[src/rtl/mul_sequencer_pkg.sv]
// mul_sequencer_pkg: shared state encodings and default width for the multiplier sequencer
package mul_sequencer_pkg;
  localparam int WIDTH_DEF = 8;
  typedef enum logic [1:0] {IDLE = 2'd0, RUN = 2'd1, DONE = 2'd2} state_t;
endpackage

[src/rtl/mul_sequencer_if.sv]
// mul_sequencer_if: request/result bundle between the CPU and the multiplier sequencer
import mul_sequencer_pkg::*;
interface mul_sequencer_if #(parameter int WIDTH = WIDTH_DEF);
  logic start;
  logic [WIDTH-1:0] a;
  logic [WIDTH-1:0] b;
  logic busy;
  logic done;
  logic [WIDTH-1:0] product;
  logic ovf;
  modport master (output start, a, b, input busy, done, product, ovf);
  modport slave (input start, a, b, output busy, done, product, ovf);
endinterface

[src/rtl/mul_sequencer_adder.sv]
// mul_sequencer_adder: the shared 8-bit adder, sum wraps mod 256
module mul_sequencer_adder (
  input  logic [7:0] a,
  input  logic [7:0] b,
  output logic [7:0] out
);
  assign out = a + b;
endmodule

[src/rtl/mul_sequencer.sv]
// mul_sequencer: shift-add a*b mod 2^WIDTH with overflow flag on the shared adder
// MUL_EARLY_EXIT_EN stops RUN once no multiplier bits remain
module mul_sequencer
  import mul_sequencer_pkg::*;
#(
  parameter int WIDTH = WIDTH_DEF
) (
  input logic clk,
  input logic reset,
  mul_sequencer_if.slave bus
);
  localparam int IW = $clog2(WIDTH) + 1;
  state_t state_q, state_d;
  logic [WIDTH-1:0] mcand_q, mcand_d, mplier_q, mplier_d, acc_q, acc_d, product_q, product_d, sum;
  logic ovf_acc_q, ovf_acc_d, ovf_q, ovf_d, fin;
  logic [IW-1:0] iter_q, iter_d;
  mul_sequencer_adder u_adder (.a(acc_q), .b(mcand_q), .out(sum));
`ifdef MUL_EARLY_EXIT_EN
  assign fin = (iter_q == IW'(WIDTH - 1)) | ~|(mplier_q >> 1);
`else
  assign fin = iter_q == IW'(WIDTH - 1);
`endif
  always_comb begin
    state_d = state_q;
    mcand_d = mcand_q;
    mplier_d = mplier_q;
    acc_d = acc_q;
    ovf_acc_d = ovf_acc_q;
    iter_d = iter_q;
    product_d = product_q;
    ovf_d = ovf_q;
    if (state_q == IDLE && bus.start) begin
      state_d = RUN;
      mcand_d = bus.a;
      mplier_d = bus.b;
      acc_d = '0;
      ovf_acc_d = 1'b0;
      iter_d = '0;
    end else if (state_q == RUN) begin
      acc_d = mplier_q[0] ? sum : acc_q;
      // carry out of the add, or a multiplicand bit shifted out that a later multiplier bit needs
      ovf_acc_d = ovf_acc_q | (mplier_q[0] & (sum < acc_q)) | (mcand_q[WIDTH-1] & |(mplier_q >> 1));
      mcand_d = mcand_q << 1;
      mplier_d = mplier_q >> 1;
      iter_d = iter_q + IW'(1);
      if (fin) begin
        state_d = DONE;
        product_d = acc_d;
        ovf_d = ovf_acc_d;
      end
    end else if (state_q == DONE) begin
      state_d = IDLE;
    end
  end
  always_ff @(posedge clk or posedge reset) begin
    if (reset) begin
      state_q <= IDLE;
      mcand_q <= '0;
      mplier_q <= '0;
      acc_q <= '0;
      ovf_acc_q <= 1'b0;
      iter_q <= '0;
      product_q <= '0;
      ovf_q <= 1'b0;
    end else begin
      state_q <= state_d;
      mcand_q <= mcand_d;
      mplier_q <= mplier_d;
      acc_q <= acc_d;
      ovf_acc_q <= ovf_acc_d;
      iter_q <= iter_d;
      product_q <= product_d;
      ovf_q <= ovf_d;
    end
  end
  assign bus.busy = state_q == RUN;
  assign bus.done = state_q == DONE;
  assign bus.product = product_q;
  assign bus.ovf = ovf_q;
endmodule

[src/flat_wrapper.sv]
// flat-port wrapper written by rule: the top's interface ports become plain ports
module mul_sequencer_flat import mul_sequencer_pkg::*;
#(
  parameter int WIDTH = WIDTH_DEF
)
  (clk, reset, bus_start, bus_a, bus_b, bus_busy, bus_done, bus_product, bus_ovf);
  mul_sequencer_if #(.WIDTH(WIDTH)) bus_i ();
  input logic clk;
  input logic reset;
  input wire logic [$bits(bus_i.start)-1:0] bus_start;
  input wire logic [$bits(bus_i.a)-1:0] bus_a;
  input wire logic [$bits(bus_i.b)-1:0] bus_b;
  output wire logic [$bits(bus_i.busy)-1:0] bus_busy;
  output wire logic [$bits(bus_i.done)-1:0] bus_done;
  output wire logic [$bits(bus_i.product)-1:0] bus_product;
  output wire logic [$bits(bus_i.ovf)-1:0] bus_ovf;
  assign bus_i.start = bus_start;
  assign bus_i.a = bus_a;
  assign bus_i.b = bus_b;
  assign bus_busy = bus_i.busy;
  assign bus_done = bus_i.done;
  assign bus_product = bus_i.product;
  assign bus_ovf = bus_i.ovf;
  mul_sequencer #(.WIDTH(WIDTH)) u_core (.clk(clk), .reset(reset), .bus(bus_i));
endmodule
[config.mk]
export PLATFORM = sky130hd
export DESIGN_NAME = mul_sequencer_flat
export DESIGN_NICKNAME = d
export VERILOG_FILES = /design/src/rtl/mul_sequencer_pkg.sv /design/src/rtl/mul_sequencer_if.sv /design/src/rtl/mul_sequencer_adder.sv /design/src/rtl/mul_sequencer.sv /design/src/flat_wrapper.sv
export SDC_FILE = /design/constraint.sdc
export NUM_CORES = 1
export LEC_CHECK = 0
export CAP_MARGIN = 20
export CELL_PAD_IN_SITES_DETAIL_PLACEMENT = 1
export CELL_PAD_IN_SITES_GLOBAL_PLACEMENT = 1
export CORE_MARGIN = 2
export CORE_UTILIZATION = 52
export CTS_CLUSTER_SIZE = 40
export DETAILED_ROUTE_END_ITERATION = 8
export DONT_BUFFER_PORTS = 1
export PLACE_DENSITY_LB_ADDON = 0.1
export REMOVE_ABC_BUFFERS = 1
export SLEW_MARGIN = 20
export SYNTH_ARGS = -nofsm -noshare
export SYNTH_HDL_FRONTEND = slang
export SYNTH_SLANG_ARGS = --single-unit
[constraint.sdc]
create_clock -name clk -period 4.8 [get_ports clk]
set_clock_uncertainty 0.15 [all_clocks]
set_input_delay 0.96 -clock clk [delete_from_list [all_inputs] [get_ports clk]]
set_output_delay 0.96 -clock clk [all_outputs]
set_load 0.01 [all_outputs]
; Yosys cells after proc, flatten, opt, wreduce, memory -nomap -nowiden
; Index checks and enable logic that the tools add are counted.
; Widths: inputs -> output; s select.
[totals]
wordCells = 42
ff_bits = 40
input_bits = 19
output_inout_bits = 11
[op_classes]
addsub = 2
bitwise = 5
n_reduce_logical = 7
n_eq_ne = 4
magnitude_cmp = 1
n_mux = 15
[op_table]
columns = operator, n
row1 = $mux 8, 7
row2 = $add 8x8->8, 1
row3 = $lt 8x8->1, 1
row4 = $mux 2, 4
row5 = $mux 4, 2
row6 = $reduce_or 7->1, 1
row7 = $add 4x1->4 const B, 1
row8 = $eq 4x3->1 const B, 1
row9 = $ne 3x1->1 const B, 1
row10 = $reduce_and 3->1, 1
row11 = $reduce_bool 3->1, 1
row12 = $and 1x1->1, 2
row13 = $eq 2x1->1 const B, 1
row14 = $eq 2x2->1 const B, 1
row15 = $logic_not 2->1, 1
row16 = $mux 1, 2
row17 = $or 1x1->1, 2
row18 = $reduce_and 2->1, 1
row19 = $reduce_bool 2->1, 1
row20 = $logic_and 1x1->1, 1
row21 = $not 1->1, 1

; Longest topological paths before layout
; Gate-level depths: netlist of the first run.
[depth]
word_depth = 7
mapped_depth = 13

; By module
; A second synthesis of the first run with hierarchy kept.
[hier_totals]
hier_cells = 248
area_unflattened_um2 = 2411.1
[modules_own_cells]
columns = module, area_each_um2, cells_per_inst, n_inst
row1 = mul_sequencer, 2079.5, 206, 1
row2 = mul_sequencer_adder, 331.6, 42, 1

; Worst setup path after synthesis of the first run
; No wires, ideal clock.
[synth_path]
path_kind = reg-to-reg
start = register u_core.acc_q[0]
end = register u_core.ovf_q, in the netlist u_core.bus.ovf
required_ns = 4.525
slack_ns = 2.098
setup_time_ns = 0.125
stages_incl_launch_ff = 14
arrival_time_ns = 2.427
cell_sequence = dfrtp_1 -> ha_1 -> fa_1 -> a211oi_2 -> o21bai_1 -> a21oi_2 -> xnor2_1 -> ha_1 -> nand2_1 -> nand3b_1 -> nor3_1 -> a21oi_1 -> nand2_1 -> mux2_2
[synth_between]
elab_chain_len = 5
[synth_rtl]
columns = item, line
row1 = "start, declared", mul_sequencer.sv:14  ; logic [WIDTH-1:0] mcand_q, mcand_d, mplier_q, mplier_d, acc_q, acc_d, product_q, product_d, sum;
row2 = "start signal, assigned", mul_sequencer.sv:60  ; acc_q <= '0;
row3 = "start signal, assigned", mul_sequencer.sv:69  ; acc_q <= acc_d;
row4 = $add 8x8->8, mul_sequencer_adder.sv:7  ; assign out = a + b;
row5 = $lt 8x8->1 (*), mul_sequencer.sv:42  ; ovf_acc_d = ovf_acc_q | (mplier_q[0] & (sum < acc_q)) | (mcand_q[WIDTH-1] & |(mplier_q >> 1));
row6 = $and 1x1->1 (*), mul_sequencer.sv:42
row7 = $or 1x1->1 (*) (2 in a row), mul_sequencer.sv:42
row8 = "end signal, assigned", mul_sequencer.sv:73  ; ovf_q <= ovf_d;
row9 = "end, declared", mul_sequencer.sv:15  ; logic ovf_acc_q, ovf_acc_d, ovf_q, ovf_d, fin;
; Every way passes the cells marked *; elsewhere a longest branch is shown, timed or not.
; A chain may end at the register's enable or synchronous reset.

; Final worst setup path of the first run
; Same ends and word-level chain as after synthesis.

==> results of run 1 <==
layout make-up:
cell class / instances / share of cell area, %
Clock inverter: 1 / 0.2087
Sequential cell: 40 / 41.73
Inverter: 10 / 1.565
Multi-Input combinational cell: 181 / 49.82
Timing Repair Buffer: 3 / 0.9390
Tap cell: 52 / 2.713
Clock buffer: 6 / 3.026
metrics by stage:
| step | total power [µW] | worst slack, ns |
|---|---|---|
| floorplan | 1225 | 2.093 |
| global placement | 1382 | 1.872 |
| detailed placement | 1443 | 1.801 |
| CTS | 1660 | 1.713 |
| global route | 1804 | 1.496 |
| finish | 1650 | 1.709 |
placed cells by master (no fill, tap or decap), types with 2 or more instances in the layout:
cell / instances
o21ai_1: 5
nand3b_1: 2
mux2_2: 3
nor2b_1: 2
nand3_1: 2
nor3_1: 2
a21oi_1: 13
nand4_1: 3
and2_1: 2
nand2_1: 47
xor2_1: 3
buf_4: 3
nand2b_1: 3
ha_1: 17
clkbuf_8: 5
nor2_1: 7
a211oi_1: 2
inv_1: 10
a21o_1: 2
mux2i_1: 20
o21ai_0: 27
xnor2_1: 7
dfrtp_1: 40
registers in the layout (all words and copies together), names as in the netlist:
name	count
u_core.acc_q	8
u_core.bus.product	8
u_core.mcand_q	8
u_core.mplier_q	8
u_core.iter_q	4
u_core.state_q	2
u_core.bus.ovf	1
u_core.ovf_acc_q	1
path summary, 6_finish.rpt:
path / start / end / depth (start not counted)
max: u_core.acc_q[0] / u_core.bus.ovf / 13
min in group asynchronous: reset / u_core.mplier_q[1] / 2
min reg2reg: u_core.state_q[1] / u_core.state_q[1] / 2
max in group asynchronous: reset / u_core.acc_q[7] / 2
min: u_core.state_q[1] / u_core.state_q[1] / 2
max reg2reg: u_core.acc_q[0] / u_core.bus.ovf / 13
metal layers:
layer	vias to the layer above	track usage, %	part of all wire [%]	wire length [µm]
met4	0	7.051	1.4	73
met2	38	40.42	51	2589
li1	823	-	-	-
met3	8	3.752	3.8	194
met5	-	0	0	0
met1	798	27.90	44	2234
kinds of logic after synthesis:
logic type                 synth area share [%]
buffers and inverters                     3.518
AOI/OAI and AO/OA                         14.13
and+or+nand+nor                           14.02
DFF                                       43.98
xor gates and xnor gates                  3.849
muxes                                     10.28
adders and majority gates                 10.23
synthesized netlist by cell type:
cell type,instances,area (µm²)
a31oi_1,1,6.260
a22o_1,1,8.760
a22oi_1,1,7.510
o21a_1,1,7.510
fa_1,1,20.02
clkbuf_1,9,33.78
a21oi_2,1,8.760
ha_1,17,212.7
nand4_1,3,18.77
nand2b_1,3,18.77
o21bai_1,1,7.510
o21ai_0,27,135.1
nor2_1,7,26.28
nand3_1,2,10.01
a211oi_1,2,15.01
and2_1,2,12.51
or3_1,1,6.260
a211oi_2,1,12.51
nand3b_1,2,15.01
buf_1,1,3.750
nor2b_1,2,12.51
a21o_1,2,15.01
xnor2_1,7,61.31
o211ai_1,1,7.510
nand2_1,47,176.4
mux2i_1,20,200.2
mux2_2,3,33.78
dfrtp_1,40,1001
nor3_1,2,10.01
buf_2,1,5.000
nor4_1,1,6.260
xor2_1,3,26.28
inv_1,10,37.54
a21oi_1,13,65.06
or2_2,1,6.260
o21ai_1,5,25.02
where the power goes:
group | total (µW) | internal, µW | switching (µW)
clock network | 209 | 98.8 | 110
registers | 618 | 471 | 147
logic | 824 | 360 | 464
worst max-delay path, stage by stage (launching register included):
cell	delay, ns
dfrtp_1	0.40
ha_1	0.25
fa_1	0.49
a211oi_2	0.24
o21bai_1	0.13
a21oi_2	0.17
xnor2_1	0.19
ha_1	0.20
nand2_1	0.05
nand3b_1	0.11
nor3_1	0.07
a21oi_1	0.19
nand2_1	0.08
mux2_2	0.26
==> summary.md, run 1 <==
| Metric | Value |
|---|---|
| Number of I/O pins | 30 |
| Final Non-Filler Cells | 293 |
| DPL Wire Length | between 3000 and 4000 µm |
| Critical setup path kind | flop to flop |
| Status | complete, no violations |
| Leak | about 0.0011 µW |
| Mapped cell area | 2276 µm² |
| Share of cells above drive strength 1 | approximately 6.2% |
| CTS sink cnt | 40 |
| Via count | approximately 1700 |
| Remaining DRCs | 0 |
| Clk_lat worst skew | a little under 0.3 ns |
| CTS HTree Levels | 2 |
| Clock root cell | clkbuf_8 |
| First-pass DRT Iterations | 4 |
| Relative slew slack | about 53% |
| Average size of a mapped cell | roughly 9.4 µm² |
| Vias in the first global route | around 1900 |
| Critical path data arrival time | 3.11 ns |
| # diodes | 0 |
| Worst Path Max Fanout | 4 |
| Post-Synthesis Cells | around 240 |
| Gr usage total | around 23% |
| RSZ-0062 raised after global routing | false |
| Core Region | 4294 µm² |
| Worst setup EP type | flop |
| Area Overhead vs Synth | 5.388% |
| Initial Util | 53.00% |
| WP data required | between 4 and 5 ns |
| Initial antenna violation count | 0 |
| Register Area | 1001 µm² |
| Fin util | a little under three fifths |
| Hold Slack | slightly below 0.4 ns |
| Power Density | approximately 700 nW/µm² |
| Final hold vios | 0 |
| DR WL/cell | around 17 µm |
| Placed cell count | ~290 |
| Setup tns final | 0 ns |
| VDD IR-drop max | around 330 µV |
| CTS buffer count | 5 |
| Die Area | 4922 µm² |
| Max-cap violation count | 0 |
| Sequential fraction of the synthesis area | approximately 44% |
| Port bufs | 0 |
| Final worst path period need | 3.091 ns |
| Critical path startpoint category | flop |
| Max Freq | about 320 MHz |
| Die W | ~70 µm |
| GR Overflow Total | 0 |
| Final ANT Viol Nets | 0 |
| Multi-input gate area | 1195 µm² |
| # hold bufs at CTS | 0 |
| Routed wire length | 5092 µm |
| Final net count | about 280 |
| First-pass GRT wire length | about 8700 µm |
| R2R setup slack | 1.71 ns |
| DP Area | 2321 µm² |
| Max Buffers Root-to-Sink | 2 |
| Cell variety after synth | 36 |
| PostCTS Resize Cnt | 0 |
| Flops & latches, synth | 40 |
| Gp weighted congestion | between 0.8 and 0.9 |
| Slew @ Worst Pin | 0.7012 ns |
| Largest net degree at the start of global routing | a little over 40 |
| Crit share post-route | 64.40% |
| Hold/Removal Path Class | flop to flop |
| # setup viols final | 0 |
| CTS tree | built |
| Final Max Slew Viols | 0 |
| Via density | around 5.7 |
| Detailed Route Iter0 Violations | 59 |
| Die H | between 70 and 80 µm |
| Synth warn | 0 |
| Clk slew on worst S/H paths | approximately 0.07 ns |
| Post-CTS Setup Bufs | 0 |
| Post-route cell area | 2399 µm² |
| Filler cells | 491 |
| Rows | 24 |
(Power assumes the default switching activity.)
==> run 2: changes to the inputs <==
Settings changed: ABC_AREA set to 1, CORE_UTILIZATION 52 to 42.
Clock period 4.8 ns to 2.7 ns, I/O delays scaled along.
==> run 2 against run 1 <==
Setup slack lost 1.5 ns. Critical path type unchanged. Count of clock-buffer cells in the layout stayed put. Combinational power increased by 77%. Via count rose by 11%. Design area rose by 1.6%. Fmax grew 25%. Sequential cell count is the same. Sequential share of layout area fell by 0.64 points. Sequential power rose by 55%.
==> summary.md, run 2 <==
| Metric | Value |
|---|---|
| Async SR Flop Fraction | 100.0% (unchanged) |
| Total power | 2798 µW (+70%) |
| Top cells by count, synth | nand2_1 (99), dfrtp_1 (40), inv_1 (33) |
| Share of cells above drive strength 1 | 8.333% (+2.1 points) |
| First-pass DRT Iterations | 4 (unchanged) |
| Cell variety after synth | 25 (-31%) |
| # diodes | 0 (unchanged) |
| Worst Path Max Fanout | 3 (-1) |
| CTS tree | built |
| Max-cap violation count | 0 (unchanged) |
| Rows | 26 (+8.3%) |
| DP Worst Slack | 0.1433 ns (-1.658 ns) |
| Final net count | 325 (+17%) |
| Initial antenna violation count | 0 (unchanged) |
| Via density | 5.168 (-9.2%) |
| Synth warn | 0 (unchanged) |
| Detailed Route Iter0 Violations | 42 (-29%) |
| Placed cell count | 349 (+22%) |
| Filler cells | 676 (+38%) |
| Slew @ Worst Pin | 0.5250 ns (-0.1762 ns) |
| Port bufs | 0 (unchanged) |
| Clk_lat worst skew | 0.29 ns (about the same) |
| Via count | 1850 (+11%) |
| # hold bufs at CTS | 0 (unchanged) |
| Max Buffers Root-to-Sink | 2 (unchanged) |
| Clk slew on worst S/H paths | 0.07 ns (about the same) |
| Leak | 0.001272 µW (+15%) |
| Remaining DRCs | 0 (unchanged) |
| Sequential fraction of the synthesis area | 44.25% (+0.27 points) |
| Worst path cell trace | ha_2 > fa_2 > nand3_2 > nand2_1 > nand2_2 > nand2_1 > nand2_1 > nand2_1 > ha_1 > nand2_1 > nor2_1 > nand2_1 > a21oi_1 > nand2_1 > nand2_1 > nand2_1 |
| Critical path data arrival time | 2.50 ns (-0.61 ns) |
| Area Overhead vs Synth | 7.688% |
| Most common cell in the synthesized netlist | nand2_1 |
| Yosys top cell by area | dfrtp_1 |
| Register Area | 1001 µm² (unchanged) |
| Die Area | 5989 µm² (+22%) |
| Final hold vios | 0 (unchanged) |
| CTS buffer count | 5 (unchanged) |
| Multi-input gate area | 1091 µm² (-8.7%) |
| Setup tns final | 0 ns (unchanged) |
| DR WL/cell | 14.67 µm (-16%) |
| Power Density | 1149 nW/µm² (+67%) |
| Final Non-Filler Cells | 358 (+22%) |
| First-pass GRT wire length | 9321 µm (+7.6%) |
| Die W | 77.39 µm (+10%) |
| Largest net degree at the start of global routing | 41 (unchanged) |
| Die H | 77.39 µm (+10%) |
| Top area cells in the synthesized netlist | dfrtp_1 (44%), nand2_1 (16%), ha_1 (9.4%) |
| CTS sink cnt | 40 (unchanged) |
| VDD IR-drop max | 427.4 µV (+30%) |
| Hold Slack | 0.1225 ns (-0.2659 ns) |
| Hold/Removal Path Class | primary input to asynchronous set/reset pin |
| Post-Synthesis Cells | 282 (+17%) |
| Worst path max stage delay | 0.42 ns (-0.07 ns) |
| Routed wire length | 5252 µm (+3.1%) |
| Critical path startpoint category | flop |
| Relative slew slack | 65.00% (+12 points) |
| Top cell type's share of synthesized area | 44.25% (+0.27 points) |
| Worst setup EP type | flop |
| Average size of a mapped cell | 8.022 µm² (-15%) |
| Clock root cell | clkbuf_8 |
| Vias in the first global route | 1987 (+7.4%) |
| Gr usage total | 19.52% (-3.1 points) |
| Final ANT Viol Nets | 0 (unchanged) |
| CTS HTree Levels | 2 (unchanged) |
| Number of flops mapped to enable cells by yosys | 0 (unchanged) |
| Top_reg_cell synth | dfrtp_1 |
| Gp weighted congestion | 0.7829 (-11%) |
| RSZ-0062 raised after global routing | false |
| Critical setup path kind | flop to flop |
| Initial Util | 44.01% (-9.0 points) |
| Core Region | 5140 µm² (+20%) |
| Most frequent cells in the layout | nand2_1 (98), dfrtp_1 (40), inv_1 (33) |
| Number of I/O pins | 30 (unchanged) |
| Final worst path period need | 2.469 ns (-0.6215 ns) |
| DPL Wire Length | 3995 µm (+8.3%) |
| Most Frequent Cell on Critical Path | nand2_1 |
| Flops & latches, synth | 40 (unchanged) |
| Most common cell after layout, fill and taps aside | nand2_1 |
| CP max-delay cell | fa_2 |
| Final Max Slew Viols | 0 (unchanged) |
| Status | complete, no violations |
| # setup viols final | 0 (unchanged) |
| WP data required | 2.73 ns (-2.09 ns) |
| Mapped cell area | 2262 µm² (-0.60%) |
| GR Overflow Total | 0 (unchanged) |
| Crit share post-route | 91.46% (+27 points) |
| Max Freq | 404.9 MHz (+25%) |
| Setup WS post-layout | 0.2305 ns (-1.478 ns) |
==> run 2: cell types whose count changed in the layout (fill, tap and decap cells not counted), moves of 6 or more <==
| cell | delta |
|---|---|
| mux2i_1 | -20 |
| nand2_1 | +51 |
| o21ai_0 | -14 |
| o221ai_1 | +8 |
| nand3_1 | +23 |
| xnor2_1 | -6 |
| inv_1 | +23 |
==> run 2: area by class of cell <==
class / instances / area share [%]
Clock buffer: 6 / 2.979
Tap cell: 70 / 3.595
Clock inverter: 1 / 0.2054
Sequential cell: 40 / 41.09
Multi-Input combinational cell: 198 / 44.79
Inverter: 39 / 6.112
Timing Repair Buffer: 4 / 1.233
==> run 2: cells by family after synthesis <==
kind of cell	Yosys count	synth area share (%)
DFF	40	44.25
AOI/OAI and AO/OA	39	10.56
and+or+nand+nor	138	25.66
adders and majority gates	18	10.29
xor gates and xnor gates	3	1.162
buffers and inverters	44	8.075
==> run 2: critical path, delay by kind of cell, from the launching register on <==
kind	cells	cell delay [ns]
adders and majority gates	3	0.89
DFF	1	0.39
and+or+nand+nor	12	0.84
AOI/OAI and AO/OA	1	0.12
==> run 2: final timing paths <==
kind	slack (ns)	start	cells past startpoint	end
setup / recovery	0.23	u_core.acc_q[0]	16	u_core.ovf_acc_q
hold / removal	0.12	reset	2	u_core.acc_q[6]
setup reg to reg	0.23	u_core.acc_q[0]	16	u_core.ovf_acc_q
hold reg to reg	0.35	u_core.ovf_acc_q	2	u_core.ovf_acc_q
max in group asynchronous	1.90	reset	2	u_core.mcand_q[7]
min in group clk	0.23	bus_b[6]	2	u_core.mplier_q[6]
==> run 2: through the flow <==
step / instance area [µm²] / util (%)
detailed placement: 2331 / 45.35
global placement: 2331 / 45.35
global route: 2436 / 47.40
finish: 2436 / 47.40
floorplan: 2228 / -
CTS: 2409 / 46.86
==> run 2: what timing repair did <==
item,CTS,global route
endpoints found under the setup margin,0,2
setup buffers,0,2
resized for setup,0,5
==> run 2: power by group <==
part	internal (µW)	switching, µW	leakage [µW]
logic	535	930	0.000705
registers	798	162	0.000527
clock network	176	198	0.0000410
==> run 2: per-layer routing <==
metal	wire, µm	track usage, %
met2	2669	34.52
met3	143	3.837
met1	2375	24.25
met5	0	0
met4	63	5.357
==> run 3: changes to the inputs <==
Settings changed: CTS_CLUSTER_SIZE 40 to 16, PLACE_DENSITY set to 0.79, PLACE_DENSITY_LB_ADDON 0.1 to not set.
==> run 3 against run 2 <==
Fmax down 0.58%. Global-route usage up 0.11 points. Total power up 5.9%. Die area unchanged. Sequential power up 0.9%. Routed wire length up 2.6%. Core utilization up 0.80 points. Final cell count unchanged. Clock power up 45%. First-iteration DRC count unchanged. Sequential cell count unchanged. Critical path type unchanged. Largest power group unchanged.
==> summary.md, run 3 (same netlist as run 2, synthesis figures left out) <==
| Metric | Value |
|---|---|
| # diodes | 0 (unchanged) |
| Clock network power share | 18.3% (+4.9 points) |
| Final hold vios | 0 (unchanged) |
| Relative slew slack | 66.62% (+1.6 points) |
| Via density | 5.184 (+0.32%) |
| WP data required | 2.74 ns (about the same) |
| Gp weighted congestion | 0.8535 (+9.0%) |
| Final Non-Filler Cells | 358 (unchanged) |
| Sw frac | 44.29% (-1.8 points) |
| DPL Wire Length | 3972 µm (-0.59%) |
| Die Area | 5989 µm² (unchanged) |
| Power Density | 1196 nW/µm² (+4.1%) |
| Max Buffers Root-to-Sink | 2 (unchanged) |
| Core Region | 5140 µm² (unchanged) |
| Most common cell after layout, fill and taps aside | nand2_1 |
| Die W | 77.39 µm (unchanged) |
| Flop pwr share | 32.7% (-1.6 points) |
| Critical path data arrival time | 2.53 ns (+0.03 ns) |
| CTS sink cnt | 40 (unchanged) |
| DP Area | 2331 µm² (unchanged) |
| # setup viols final | 0 (unchanged) |
| Vias in the first global route | 2034 (+2.4%) |
| Area Overhead vs Synth | 9.513% |
| Rows | 26 (unchanged) |
| First-pass DRT Iterations | 4 (unchanged) |
| Register Area | 1001 µm² (unchanged) |
| Worst setup EP type | flop |
| Crit share post-route | 92.00% (+0.54 points) |
| DR WL/cell | 15.05 µm (+2.6%) |
| Routed wire length | 5387 µm (+2.6%) |
| CTS HTree Levels | 2 (unchanged) |
| # hold bufs at CTS | 0 (unchanged) |
| Clk slew on worst S/H paths | 0.08 ns (about the same) |
| Sw Pwr | 1312 µW (+1.7%) |
| Max Freq | 402.6 MHz (-0.58%) |
| Most frequent cells in the layout | nand2_1 (98), dfrtp_1 (40), inv_1 (33) |
| Die H | 77.39 µm (unchanged) |
| Clk_lat worst skew | 0.29 ns (about the same) |
| Clock root cell | clkbuf_8 |
| Detailed Route Iter0 Violations | 42 (unchanged) |
| First-pass GRT wire length | 9218 µm (-1.1%) |
| Initial antenna violation count | 0 (unchanged) |
| Multi-input gate area | 1091 µm² (unchanged) |
| Final ANT Viol Nets | 0 (unchanged) |
| Initial Util | 44.01% (unchanged) |
| Leak | 0.001290 µW (+1.4%) |
| Via count | 1856 (+0.32%) |
| Final worst path period need | 2.484 ns (+0.01451 ns) |
| Number of I/O pins | 30 (unchanged) |
| Worst Path Max Fanout | 4 (+1) |
| Slew @ Worst Pin | 0.5007 ns (-0.02437 ns) |
| Hold/Removal Path Class | primary input to asynchronous set/reset pin |
| Final Max Slew Viols | 0 (unchanged) |
| GR Overflow Total | 0 (unchanged) |
| Status | complete, no violations |
| Critical path startpoint category | flop |
| Gr usage total | 19.63% (+0.11 points) |
| Total power | 2962 µW (+5.9%) |
| Share of cells above drive strength 1 | 8.681% (+0.35 points) |
| Critical setup path kind | flop to flop |
| Setup tns final | 0 ns (unchanged) |
| Fin util | 48.20% (+0.80 points) |
| VDD IR-drop max | 447.5 µV (+4.7%) |
| Filler cells | 658 (-2.7%) |
| Combinational power share | 49.0% (-3.3 points) |
| Pint | 1650 µW (+9.4%) |
| Max-cap violation count | 0 (unchanged) |
| Final net count | 324 (-0.31%) |
| CTS tree | built |
| Port bufs | 0 (unchanged) |
| Post-route cell area | 2477 µm² (+1.7%) |
| CTS buffer count | 5 (unchanged) |
| Largest net degree at the start of global routing | 41 (unchanged) |
| Placed cell count | 349 (unchanged) |
| Remaining DRCs | 0 (unchanged) |
-- run 3: cell count changes in the layout (fill, tap and decap cells not counted), sizes merged --
cell,previous run,this run
bufinv,0,1
clkbuf,6,7
clkinv,1,0
buf,4,3
-- run 3: worst max-delay path, stage by stage (launching register included) --
cell and delay, ns:
dfrtp_1 0.41, ha_1 0.35, a21oi_1 0.16, nand2_1 0.14, nand2_1 0.12, nand2_1 0.06
nand2_1 0.08, nand2_1 0.06, ha_1 0.29, a21oi_1 0.08, nor2_1 0.11, nor2_1 0.04
a21oi_1 0.13, nand2_1 0.08, nand2_1 0.08, nand2_1 0.05
-- run 3: cell type report --
| type | count | area share, % |
|---|---|---|
| multi-input combinational | 198 | 44.04 |
| sequential | 40 | 40.40 |
| inverter | 39 | 6.010 |
| clock buffer | 7 | 3.889 |
| tap | 70 | 3.535 |
| clock inverter | 1 | 1.212 |
| timing repair buffer | 3 | 0.9091 |
-- run 3: power groups by stage --
stage               clock network, µW  logic [µW]  registers [µW]
floorplan                           0        1110             923
global placement                    0        1380             974
detailed placement                  0        1440             986
CTS                               556        1450             974
global route                      576        1710             996
finish                            541        1450             969
-- run 3: layer usage --
| layer | track usage (%) | routed length [µm] | up-vias |
|---|---|---|---|
| met5 | 0 | 0 | - |
| met4 | 7.500 | 129 | 0 |
| met3 | 5.000 | 244 | 11 |
| met2 | 34.17 | 2764 | 32 |
| met1 | 23.24 | 2249 | 890 |
| li1 | - | - | 923 |
-- run 3: what timing repair did --
| item | in CTS | in global routing |
|---|---|---|
| setup endpoints to repair | 0 | 2 |
| buffers inserted | 0 | 1 |
| resized for setup | 0 | 4 |
-- run 3: per-stage QoR --
step / setup slack (ns) / hold slack (ns)
after floorplan: 0.3427 / 0.2996
after global placement: 0.2100 / 0.3282
after detailed placement: 0.1048 / 0.3303
after CTS: 0.09641 / 0.1235
after global routing: -0.001583 / 0.1413
final: 0.2160 / 0.1050
-- run 3: worst paths after layout --
| kind | start | end | slack, ns | depth (start not counted) |
|---|---|---|---|---|
| max reg2reg | u_core.mcand_q[2] | u_core.bus.ovf | 0.22 | 15 |
| min in group clk | bus_b[0] | u_core.mplier_q[0] | 0.22 | 2 |
| max in group asynchronous | reset | u_core.mcand_q[0] | 1.96 | 2 |
| max | u_core.mcand_q[2] | u_core.bus.ovf | 0.22 | 15 |
| min reg2reg | u_core.ovf_acc_q | u_core.ovf_acc_q | 0.35 | 2 |
| min | reset | u_core.acc_q[1] | 0.10 | 2 |
